<file path="src/rtl/ika2151_pkg.sv">
// ika2151_pkg
//   Shared IKA2151 timer defaults: counter width, prescaler width and the
//   prescale constants of the original Timer A / Timer B pair.
package ika2151_pkg;

   localparam int unsigned TMR_NUM     = 2;
   localparam int unsigned TMR_CNT_W   = 10;
   localparam int unsigned TMR_PRESC_W = 4;

   // Timer A advances every tick, Timer B every 16 ticks.
   localparam logic [TMR_PRESC_W-1:0] TMR_PRESC_A = 4'd0;
   localparam logic [TMR_PRESC_W-1:0] TMR_PRESC_B = 4'd15;

endpackage

</file>
<file path="src/rtl/ika2151_timer_array_if.sv">
// ika2151_timer_array_if
//   Control/status bundle between the register block (master) and the
//   timer array (slave).
//     i_LOAD   run/load level per timer
//     i_IRQEN  flag set enable per timer
//     i_FRST   flag clear request per timer
//     i_VALUE  packed reload values, timer k at [k*CNT_W +: CNT_W]
//     o_FLAG   sticky overflow flags
//     o_OVFL   one-enabled-cycle overflow strobes
//     o_IRQ_n  active-low interrupt, ~|o_FLAG
//     o_CNT    packed live counter values
interface ika2151_timer_array_if #(
   parameter int unsigned NUM_TIMERS = 2,
   parameter int unsigned CNT_W      = 10
) ();

   logic [NUM_TIMERS-1:0]       i_LOAD;
   logic [NUM_TIMERS-1:0]       i_IRQEN;
   logic [NUM_TIMERS-1:0]       i_FRST;
   logic [NUM_TIMERS*CNT_W-1:0] i_VALUE;
   logic [NUM_TIMERS-1:0]       o_FLAG;
   logic [NUM_TIMERS-1:0]       o_OVFL;
   logic                        o_IRQ_n;
   logic [NUM_TIMERS*CNT_W-1:0] o_CNT;

   modport master (
      output i_LOAD, i_IRQEN, i_FRST, i_VALUE,
      input  o_FLAG, o_OVFL, o_IRQ_n, o_CNT
   );

   modport slave (
      input  i_LOAD, i_IRQEN, i_FRST, i_VALUE,
      output o_FLAG, o_OVFL, o_IRQ_n, o_CNT
   );

endinterface

</file>
<file path="src/rtl/ika2151_timer_ch.sv">
// ika2151_timer_ch
//   One up-counting timer channel: LOAD edge detect, prescaler, counter,
//   sticky flag and overflow strobe. All state moves only on enabled edges
//   (i_cen_n = 0); a tick is an enabled edge with i_cycle_31 = 1.
//     i_clk, i_rst_n   clock, async active-low reset
//     i_cen_n          active-low clock enable
//     i_cycle_31       frame tick qualifier
//     i_test_fast      bypass prescaler
//     i_load/i_irqen/i_frst/i_value   channel controls
//     o_flag/o_ovfl/o_cnt             channel status
module ika2151_timer_ch #(
   parameter int unsigned         CNT_W   = 10,
   parameter int unsigned         PRESC_W = 4,
   parameter logic [PRESC_W-1:0]  PRESC   = '0
) (
   input  logic             i_clk,
   input  logic             i_rst_n,
   input  logic             i_cen_n,
   input  logic             i_cycle_31,
   input  logic             i_test_fast,
   input  logic             i_load,
   input  logic             i_irqen,
   input  logic             i_frst,
   input  logic [CNT_W-1:0] i_value,
   output logic             o_flag,
   output logic             o_ovfl,
   output logic [CNT_W-1:0] o_cnt
);

   logic [CNT_W-1:0]   cnt_q,   cnt_d;
   logic [PRESC_W-1:0] presc_q, presc_d;
   logic               load_q,  load_d;
   logic               flag_q,  flag_d;
   logic               ovfl_q,  ovfl_d;
   logic               flag_set;

   always_comb begin
      cnt_d    = cnt_q;
      presc_d  = presc_q;
      load_d   = load_q;
      flag_d   = flag_q;
      ovfl_d   = ovfl_q;
      flag_set = 1'b0;
      if (!i_cen_n) begin
         load_d = i_load;
         ovfl_d = 1'b0;
         // A LOAD rise reloads and wins over a coincident tick.
         if (i_load && !load_q) begin
            cnt_d   = i_value;
            presc_d = '0;
         end else if (i_load && i_cycle_31) begin
            if (i_test_fast || (presc_q == PRESC)) begin
               presc_d = '0;
               if (cnt_q == '1) begin
                  cnt_d    = i_value;
                  ovfl_d   = 1'b1;
                  flag_set = i_irqen;
               end else begin
                  cnt_d = cnt_q + 1'b1;
               end
            end else begin
               presc_d = presc_q + 1'b1;
            end
         end
         // Set has priority over a simultaneous clear.
         flag_d = flag_set | (flag_q & ~i_frst);
      end
   end

   always_ff @(posedge i_clk or negedge i_rst_n) begin
      if (!i_rst_n) begin
         cnt_q   <= '0;
         presc_q <= '0;
         load_q  <= 1'b0;
         flag_q  <= 1'b0;
         ovfl_q  <= 1'b0;
      end else begin
         cnt_q   <= cnt_d;
         presc_q <= presc_d;
         load_q  <= load_d;
         flag_q  <= flag_d;
         ovfl_q  <= ovfl_d;
      end
   end

   assign o_cnt  = cnt_q;
   assign o_flag = flag_q;
   assign o_ovfl = ovfl_q;

endmodule

</file>
<file path="src/rtl/ika2151_timer_array.sv">
// ika2151_timer_array
//   NUM_TIMERS identical IKA2151 timers. Slices the packed bus into channels
//   and reduces the flags into the active-low IRQ.
//     i_EMUCLK        master clock
//     i_MRST_n        async active-low master reset
//     i_phi1_PCEN_n   active-low clock enable
//     i_CYCLE_31      frame tick qualifier
//     i_TEST_FAST     bypass all prescalers
//     tmr             control/status bundle (slave side)
module ika2151_timer_array
   import ika2151_pkg::*;
#(
   parameter int unsigned NUM_TIMERS = TMR_NUM,
   parameter int unsigned CNT_W      = TMR_CNT_W,
   parameter int unsigned PRESC_W    = TMR_PRESC_W,
   parameter logic [NUM_TIMERS*PRESC_W-1:0] PRESC_LIST = {TMR_PRESC_B, TMR_PRESC_A}
) (
   input  logic                i_EMUCLK,
   input  logic                i_MRST_n,
   input  logic                i_phi1_PCEN_n,
   input  logic                i_CYCLE_31,
   input  logic                i_TEST_FAST,
   ika2151_timer_array_if.slave tmr
);

   logic [NUM_TIMERS-1:0]       flag;
   logic [NUM_TIMERS-1:0]       ovfl;
   logic [NUM_TIMERS*CNT_W-1:0] cnt;

   for (genvar k = 0; k < NUM_TIMERS; k++) begin : g_ch
      ika2151_timer_ch #(
         .CNT_W   (CNT_W),
         .PRESC_W (PRESC_W),
         .PRESC   (PRESC_LIST[k*PRESC_W +: PRESC_W])
      ) u_ch (
         .i_clk       (i_EMUCLK),
         .i_rst_n     (i_MRST_n),
         .i_cen_n     (i_phi1_PCEN_n),
         .i_cycle_31  (i_CYCLE_31),
         .i_test_fast (i_TEST_FAST),
         .i_load      (tmr.i_LOAD[k]),
         .i_irqen     (tmr.i_IRQEN[k]),
         .i_frst      (tmr.i_FRST[k]),
         .i_value     (tmr.i_VALUE[k*CNT_W +: CNT_W]),
         .o_flag      (flag[k]),
         .o_ovfl      (ovfl[k]),
         .o_cnt       (cnt[k*CNT_W +: CNT_W])
      );
   end

   assign tmr.o_FLAG  = flag;
   assign tmr.o_OVFL  = ovfl;
   assign tmr.o_CNT   = cnt;
   assign tmr.o_IRQ_n = ~|flag;

endmodule

</file>
<file path="src/flat_wrapper.sv">
// flat-port wrapper written by rule: the top's interface ports become plain ports
module ika2151_timer_array_flat import ika2151_pkg::*;
#(
   parameter int unsigned NUM_TIMERS = TMR_NUM,
   parameter int unsigned CNT_W      = TMR_CNT_W,
   parameter int unsigned PRESC_W    = TMR_PRESC_W,
   parameter logic [NUM_TIMERS*PRESC_W-1:0] PRESC_LIST = {TMR_PRESC_B, TMR_PRESC_A}
)
  (i_EMUCLK, i_MRST_n, i_phi1_PCEN_n, i_CYCLE_31, i_TEST_FAST, tmr_i_LOAD, tmr_i_IRQEN, tmr_i_FRST, tmr_i_VALUE, tmr_o_FLAG, tmr_o_OVFL, tmr_o_IRQ_n, tmr_o_CNT);
  ika2151_timer_array_if #(.NUM_TIMERS(NUM_TIMERS), .CNT_W(CNT_W)) tmr_i ();
  input  logic i_EMUCLK;
  input  logic i_MRST_n;
  input  logic i_phi1_PCEN_n;
  input  logic i_CYCLE_31;
  input  logic i_TEST_FAST;
  input wire logic [$bits(tmr_i.i_LOAD)-1:0] tmr_i_LOAD;
  input wire logic [$bits(tmr_i.i_IRQEN)-1:0] tmr_i_IRQEN;
  input wire logic [$bits(tmr_i.i_FRST)-1:0] tmr_i_FRST;
  input wire logic [$bits(tmr_i.i_VALUE)-1:0] tmr_i_VALUE;
  output wire logic [$bits(tmr_i.o_FLAG)-1:0] tmr_o_FLAG;
  output wire logic [$bits(tmr_i.o_OVFL)-1:0] tmr_o_OVFL;
  output wire logic [$bits(tmr_i.o_IRQ_n)-1:0] tmr_o_IRQ_n;
  output wire logic [$bits(tmr_i.o_CNT)-1:0] tmr_o_CNT;
  assign tmr_i.i_LOAD = tmr_i_LOAD;
  assign tmr_i.i_IRQEN = tmr_i_IRQEN;
  assign tmr_i.i_FRST = tmr_i_FRST;
  assign tmr_i.i_VALUE = tmr_i_VALUE;
  assign tmr_o_FLAG = tmr_i.o_FLAG;
  assign tmr_o_OVFL = tmr_i.o_OVFL;
  assign tmr_o_IRQ_n = tmr_i.o_IRQ_n;
  assign tmr_o_CNT = tmr_i.o_CNT;
  ika2151_timer_array #(.NUM_TIMERS(NUM_TIMERS), .CNT_W(CNT_W), .PRESC_W(PRESC_W), .PRESC_LIST(PRESC_LIST)) u_core (.i_EMUCLK(i_EMUCLK), .i_MRST_n(i_MRST_n), .i_phi1_PCEN_n(i_phi1_PCEN_n), .i_CYCLE_31(i_CYCLE_31), .i_TEST_FAST(i_TEST_FAST), .tmr(tmr_i));
endmodule
</file>
<file path="config.mk">
export PLATFORM = sky130hd
export DESIGN_NAME = ika2151_timer_array_flat
export DESIGN_NICKNAME = d
export VERILOG_FILES = /design/src/rtl/ika2151_pkg.sv /design/src/rtl/ika2151_timer_array_if.sv /design/src/rtl/ika2151_timer_ch.sv /design/src/rtl/ika2151_timer_array.sv /design/src/flat_wrapper.sv
export SDC_FILE = /design/constraint.sdc
export NUM_CORES = 1
export LEC_CHECK = 0
export BUFFER_PORTS_ARGS = -buffer_cell sky130_fd_sc_hd__buf_2
export CAP_MARGIN = 20
export CORE_MARGIN = 1
export CORE_UTILIZATION = 57
export CTS_CLUSTER_SIZE = 12
export DETAILED_ROUTE_END_ITERATION = 10
export GPL_ROUTABILITY_DRIVEN = 0
export PLACE_DENSITY = 0.87
export SYNTH_ARGS = -nofsm -noshare
export SYNTH_HDL_FRONTEND = slang
export SYNTH_HIERARCHICAL = 1
export SYNTH_SLANG_ARGS = --single-unit
</file>
<file path="constraint.sdc">
create_clock -name i_EMUCLK -period 5.1 [get_ports i_EMUCLK]
set_input_delay 0.255 -clock i_EMUCLK [delete_from_list [all_inputs] [get_ports i_EMUCLK]]
set_output_delay 0.255 -clock i_EMUCLK [all_outputs]
set_load 0.1 [all_outputs]
</file>
# After elaboration in Yosys (flattened, before gate mapping)
# Cells that the tools add are included.
[word_totals]
register_bits = 34
inputBits = 31
wordCells = 75
[classes]
addsub = 4
n_eq_ne = 3
muxes = 32
bitwise = 7
n_reduce_logical = 19
[op_table]
columns = ["op", "n"]
rows = [
  ["10-bit 2-to-1 mux", 8],
  ["4-bit 2-to-1 mux", 6],
  ["10-bit by 1-bit adder with 10-bit output, second input constant", 2],
  ["10-bit equality test, second input constant", 2],
  ["1-bit 2-to-1 mux", 18],
  ["4-bit by 1-bit adder with 4-bit output, second input constant", 2],
  ["2-bit nonzero test", 4],
  ["3-bit AND reduction", 2],
  ["4-bit equality test, second input constant", 1],
  ["1-bit logical AND", 4],
  ["4-bit zero test", 1],
  ["2-bit AND reduction", 2],
  ["1-bit zero test", 3],
  ["1-bit inverter", 3],
  ["1-bit AND", 2],
  ["1-bit logical OR", 2],
  ["1-bit OR", 2],
  ["2-bit OR reduction", 1],
]

# Depth between registers and ports, before layout
[logic_depth]
depth_word = 7
mapped_depth = 8

# Modules after synthesis
# Netlist, hierarchy kept.
[modules_own_cells]
columns = ["mod", "instances", "cells_per_inst", "area_each_um2", "seq_area_each_um2"]
rows = [
  ["ika2151_timer_ch (u_core.g_ch[0].u_ch)", 1, 116, 1063.5, 425.4],
  ["ika2151_timer_ch (u_core.g_ch[1].u_ch)", 1, 113, 1057.3, 425.4],
  ["ika2151_timer_array", 1, 1, 3.8, 0.0],
]

# Worst setup path after synthesis
# OpenSTA, ideal clock, no wires.
[synth_path]
path_kind = "flip-flop to flip-flop"
from = "reg u_core.g_ch[0].u_ch.cnt_q[0]"
to = "reg u_core.g_ch[0].u_ch.cnt_q[3]"
t_arrival_ns = 2.348
t_required_ns = 4.975
setup_slack_ns = 2.626
stages_incl_launch_ff = 7
n_path_buf = 1
cell_sequence = "dfrtp_1 > ha_1 > and3_1 > buf_2 > a31oi_2 > mux2_1 > o22a_1"
[synth_via]
elab_chain_len = 5
[synth_rtl]
columns = ["element", "line", "source"]
rows = [
  ["start, declared", "ika2151_timer_ch.sv:30", "logic [CNT_W-1:0] cnt_q, cnt_d;"],
  ["start signal, assigned", "ika2151_timer_ch.sv:78", "cnt_q <= cnt_d;"],
  ["10-bit by 1-bit adder with 10-bit output or 10-bit equality test (tied branches)", "ika2151_timer_ch.sv:59, ika2151_timer_ch.sv:54", ""],
  ["10-bit 2-to-1 mux (*)", "ika2151_timer_ch.sv:54", "if (cnt_q == '1) begin"],
  ["10-bit 2-to-1 mux (*)", "ika2151_timer_ch.sv:52", "if (i_test_fast || (presc_q == PRESC)) begin"],
  ["10-bit 2-to-1 mux (*)", "ika2151_timer_ch.sv:51", "end else if (i_load && i_cycle_31) begin"],
  ["10-bit 2-to-1 mux (*)", "ika2151_timer_ch.sv:48", "if (i_load && !load_q) begin"],
]
# Mark *: on every way between the ends. The rest lies on a longest branch, timed or not. The select of a mux whose other input is x is not followed.
# A chain may end at the register's enable or synchronous reset.

# Worst setup path after layout
[layout_path]
from = "reg u_core.g_ch[0].u_ch.load_q"
to = "reg u_core.g_ch[0].u_ch.cnt_q[8]"
[layout_via]
elab_chain_len = 4
[layout_rtl]
columns = ["element", "line", "source"]
rows = [
  ["start, declared", "ika2151_timer_ch.sv:32", "logic load_q, load_d;"],
  ["start signal, assigned", "ika2151_timer_ch.sv:80", "load_q <= load_d;"],
  ["1-bit zero test (*)", "ika2151_timer_ch.sv:48", ""],
  ["1-bit logical AND (*)", "ika2151_timer_ch.sv:48", ""],
  ["2-bit nonzero test (no source line)", "n/a", ""],
  ["3-bit AND reduction (no source line)", "n/a", ""],
]
# Mark *: on every way between the ends. The rest lies on a longest branch, timed or not.

==> run metrics <==
Iteration-0 DRC Markers=127; max-slew violation count=0; die area=3975 sq um; num rows=21; Die W=63.05 microns; Layout fillers=273; most area-hungry cell type in the Yosys netlist=dfrtp_1; depth of the CTS H-tree=2; CTS tree=yes; required time of the critical path=5.30 ns; Gate power share=52.2%; top_reg_cell synth=dfrtp_1; I/O pin total=56; final setup TNS=0 ns; Seq cells post-synth=34; Post-CTS Hold Buffers=0; Worst Clk Skew=0.005326 ns; Synth-to-Final Area Change=19.26%; commonest non-fill, non-tap cell in the layout=buf_2; Highest Clock Rate=0.4540 GHz; post-cts gate resize count=0; post-route ant nets=0; Starting Density=61.72%; postcts setup bufs=0; Switch Pwr=0.8184 mW; crit-path max FO=12; Yosys Warn Count=6; post-synthesis cell type count=53; Worst EP arrival=2.40 ns; port bufs=55; Max Buffers Root-to-Sink=2; max cap viols=0; Clk network pwr share=16.9%; total wire length=5.016 mm; Seq/Total Area, Yosys=40.05%; actual slew at the worst max-slew pin=0.8815 ns; Die Ht=63.05 microns; PwrDens=569.8 nW/um^2; Root Buffer=clkbuf_8; Critical Setup Path Class=flip-flop to flip-flop; Final Power=1.444 mW; Vias=2,015; number of inserted diodes=0; Final Critical Period=2.203 ns; Avg Cell Area, Syn=9.237 sq um; Place WS=2.626 ns; Int Power=0.6253 mW; asr flop ratio synth=100.0%; CP max stage cell=nor2b_1; vias in the first global route=1,961; # setup viols final=0; Worst VDD drop=0.4674 mV; Rel. slew slack=41.12%; WP depth=4; slowest stage delay, CP=0.66 ns; Pleak=1.089 nW; grt ovf=0; clk_lat worst skew=0.29 ns; first-pass GRT wire length=8.728 mm; dpl cell area=2417 sq um; status=finished clean; via density per instance=6.106; Mapped Cells=230; dominant cells by area after synthesis=dfrtp_1, nand2_1, o21ai_0; GRT Total Usage=28.27%; Hold Worst Slack=0.02419 ns; unrepaired setup endpoints after global routing=false; worst hold path class=input port to async pin; layout cells sized above 1=26.76%; Tcrit/Tclk final=43.19%; switch share=56.69%; Pre-antenna DRT Iters=4; Cell Area, Synth=2125 sq um; Final WS setup=2.897 ns; Yosys top cell area share=40.05%; Reg power frac=30.9%; worst reg2reg setup slack=2.90 ns; cell mode on critical path=o311ai_2; WL/cell=15.20 microns; worst-path cell chain=nor2b_1, o311ai_2, or4_4, o311ai_2; CP top delay family=simple AND/OR/NAND/NOR gates; EDFF count, synth=0; WP buf/inv=0; Num CTS Buffers=5; # DRC=0; Clk pin slew, worst setup/hold paths=0.07 ns; antenna violations before repair=0; core box area=3442 sq um; Net Count, Synth=266; commonest non-fill, non-tap cells in the layout=buf_2, dfrtp_1, nand2_1; Setup crit start kind=flip-flop; fin area=2534 sq um; largest net degree at the start of global routing=35; Fin. Hold Viols=0; hpwl dp=3.492 mm; Worst Setup End Kind=flip-flop; Sink Count=34; Final nets=319; FF-to-FF path depth=4
-- cells in the mapped netlist (all sizes together) (3+ instances only) --
master	count
a21oi	13
a31oi	4
and2	5
and3	5
and4	4
buf	8
dfrtp	34
ha	5
inv	3
mux2i	6
nand2	20
nand2b	11
nand3	13
nand4	6
nor2	9
nor2b	4
nor3	6
nor3b	3
nor4	3
o21ai	25
o2bb2ai	3
o311ai	4
o31ai	3
-- sequential cells by signal, indices dropped and copies added (netlist names) --
| name | flops |
|---|---|
| u_core/g_ch.u_ch/presc_q | 8 |
| u_core/g_ch.u_ch/load_q | 2 |
| u_core/g_ch.u_ch/o_cnt | 20 |
| u_core/g_ch.u_ch/o_ovfl | 2 |
| u_core/g_ch.u_ch/o_flag | 2 |
-- per-stage QoR --
step | cells | util [%]
detailed placement | 321 | 70.23
global placement | 321 | 70.23
CTS | 329 | 73.39
global route | 330 | 73.61
finish | 330 | 73.61
floorplan | 230 | -
-- cells by family after synthesis --
logic type	share of synthesized area [%]
flops	40.05
simple gates	24.68
buf+inv	2.768
mux	3.887
compound gates	25.68
fa+ha+maj	2.945
-- area by class of cell --
type / count / area [sq um] / area share (%)
clock buffer: 5 / 68.82 / 2.716
clock inverter: 3 / 40.04 / 1.580
inverter: 3 / 11.26 / 0.4444
multi-input combinational: 183 / 1222 / 48.25
sequential: 34 / 850.8 / 33.58
tap: 46 / 57.56 / 2.272
timing repair buffer: 56 / 282.8 / 11.16
-- path summary, 6_finish.rpt --
path,start,to
worst max-delay path,u_core/g_ch[0].u_ch/load_q,u_core/g_ch[0].u_ch/o_cnt[8]
worst min-delay path,i_MRST_n,u_core/g_ch[1].u_ch/o_cnt[8]
worst max register to register,u_core/g_ch[0].u_ch/load_q,u_core/g_ch[0].u_ch/o_cnt[8]
worst min register to register,u_core/g_ch[0].u_ch/o_ovfl,u_core/g_ch[0].u_ch/o_ovfl
max in group asynchronous,i_MRST_n,u_core/g_ch[0].u_ch/presc_q[0]
min in group i_EMUCLK,tmr_i_IRQEN[0],u_core/g_ch[0].u_ch/o_flag
-- power groups by stage --
stage               clock network, mW  logic (mW)  registers, mW
floorplan                           0       0.197          0.861
global placement                    0       0.741          0.442
detailed placement                  0       0.750          0.445
CTS                             0.248       0.753          0.443
global route                    0.263       0.792          0.461
finish                          0.244       0.753          0.446
-- routing by layer --
layer  part of all wire [%]  vias to the layer above  global-route usage [%]
li1                       -                      985                       -
met1                     45                      955                   35.52
met2                     48                       66                   45.83
met3                    5.2                        9                   5.616
met4                    1.6                        0                   14.53
met5                      0                        -                       0
Power figures use the tool's default switching activity.
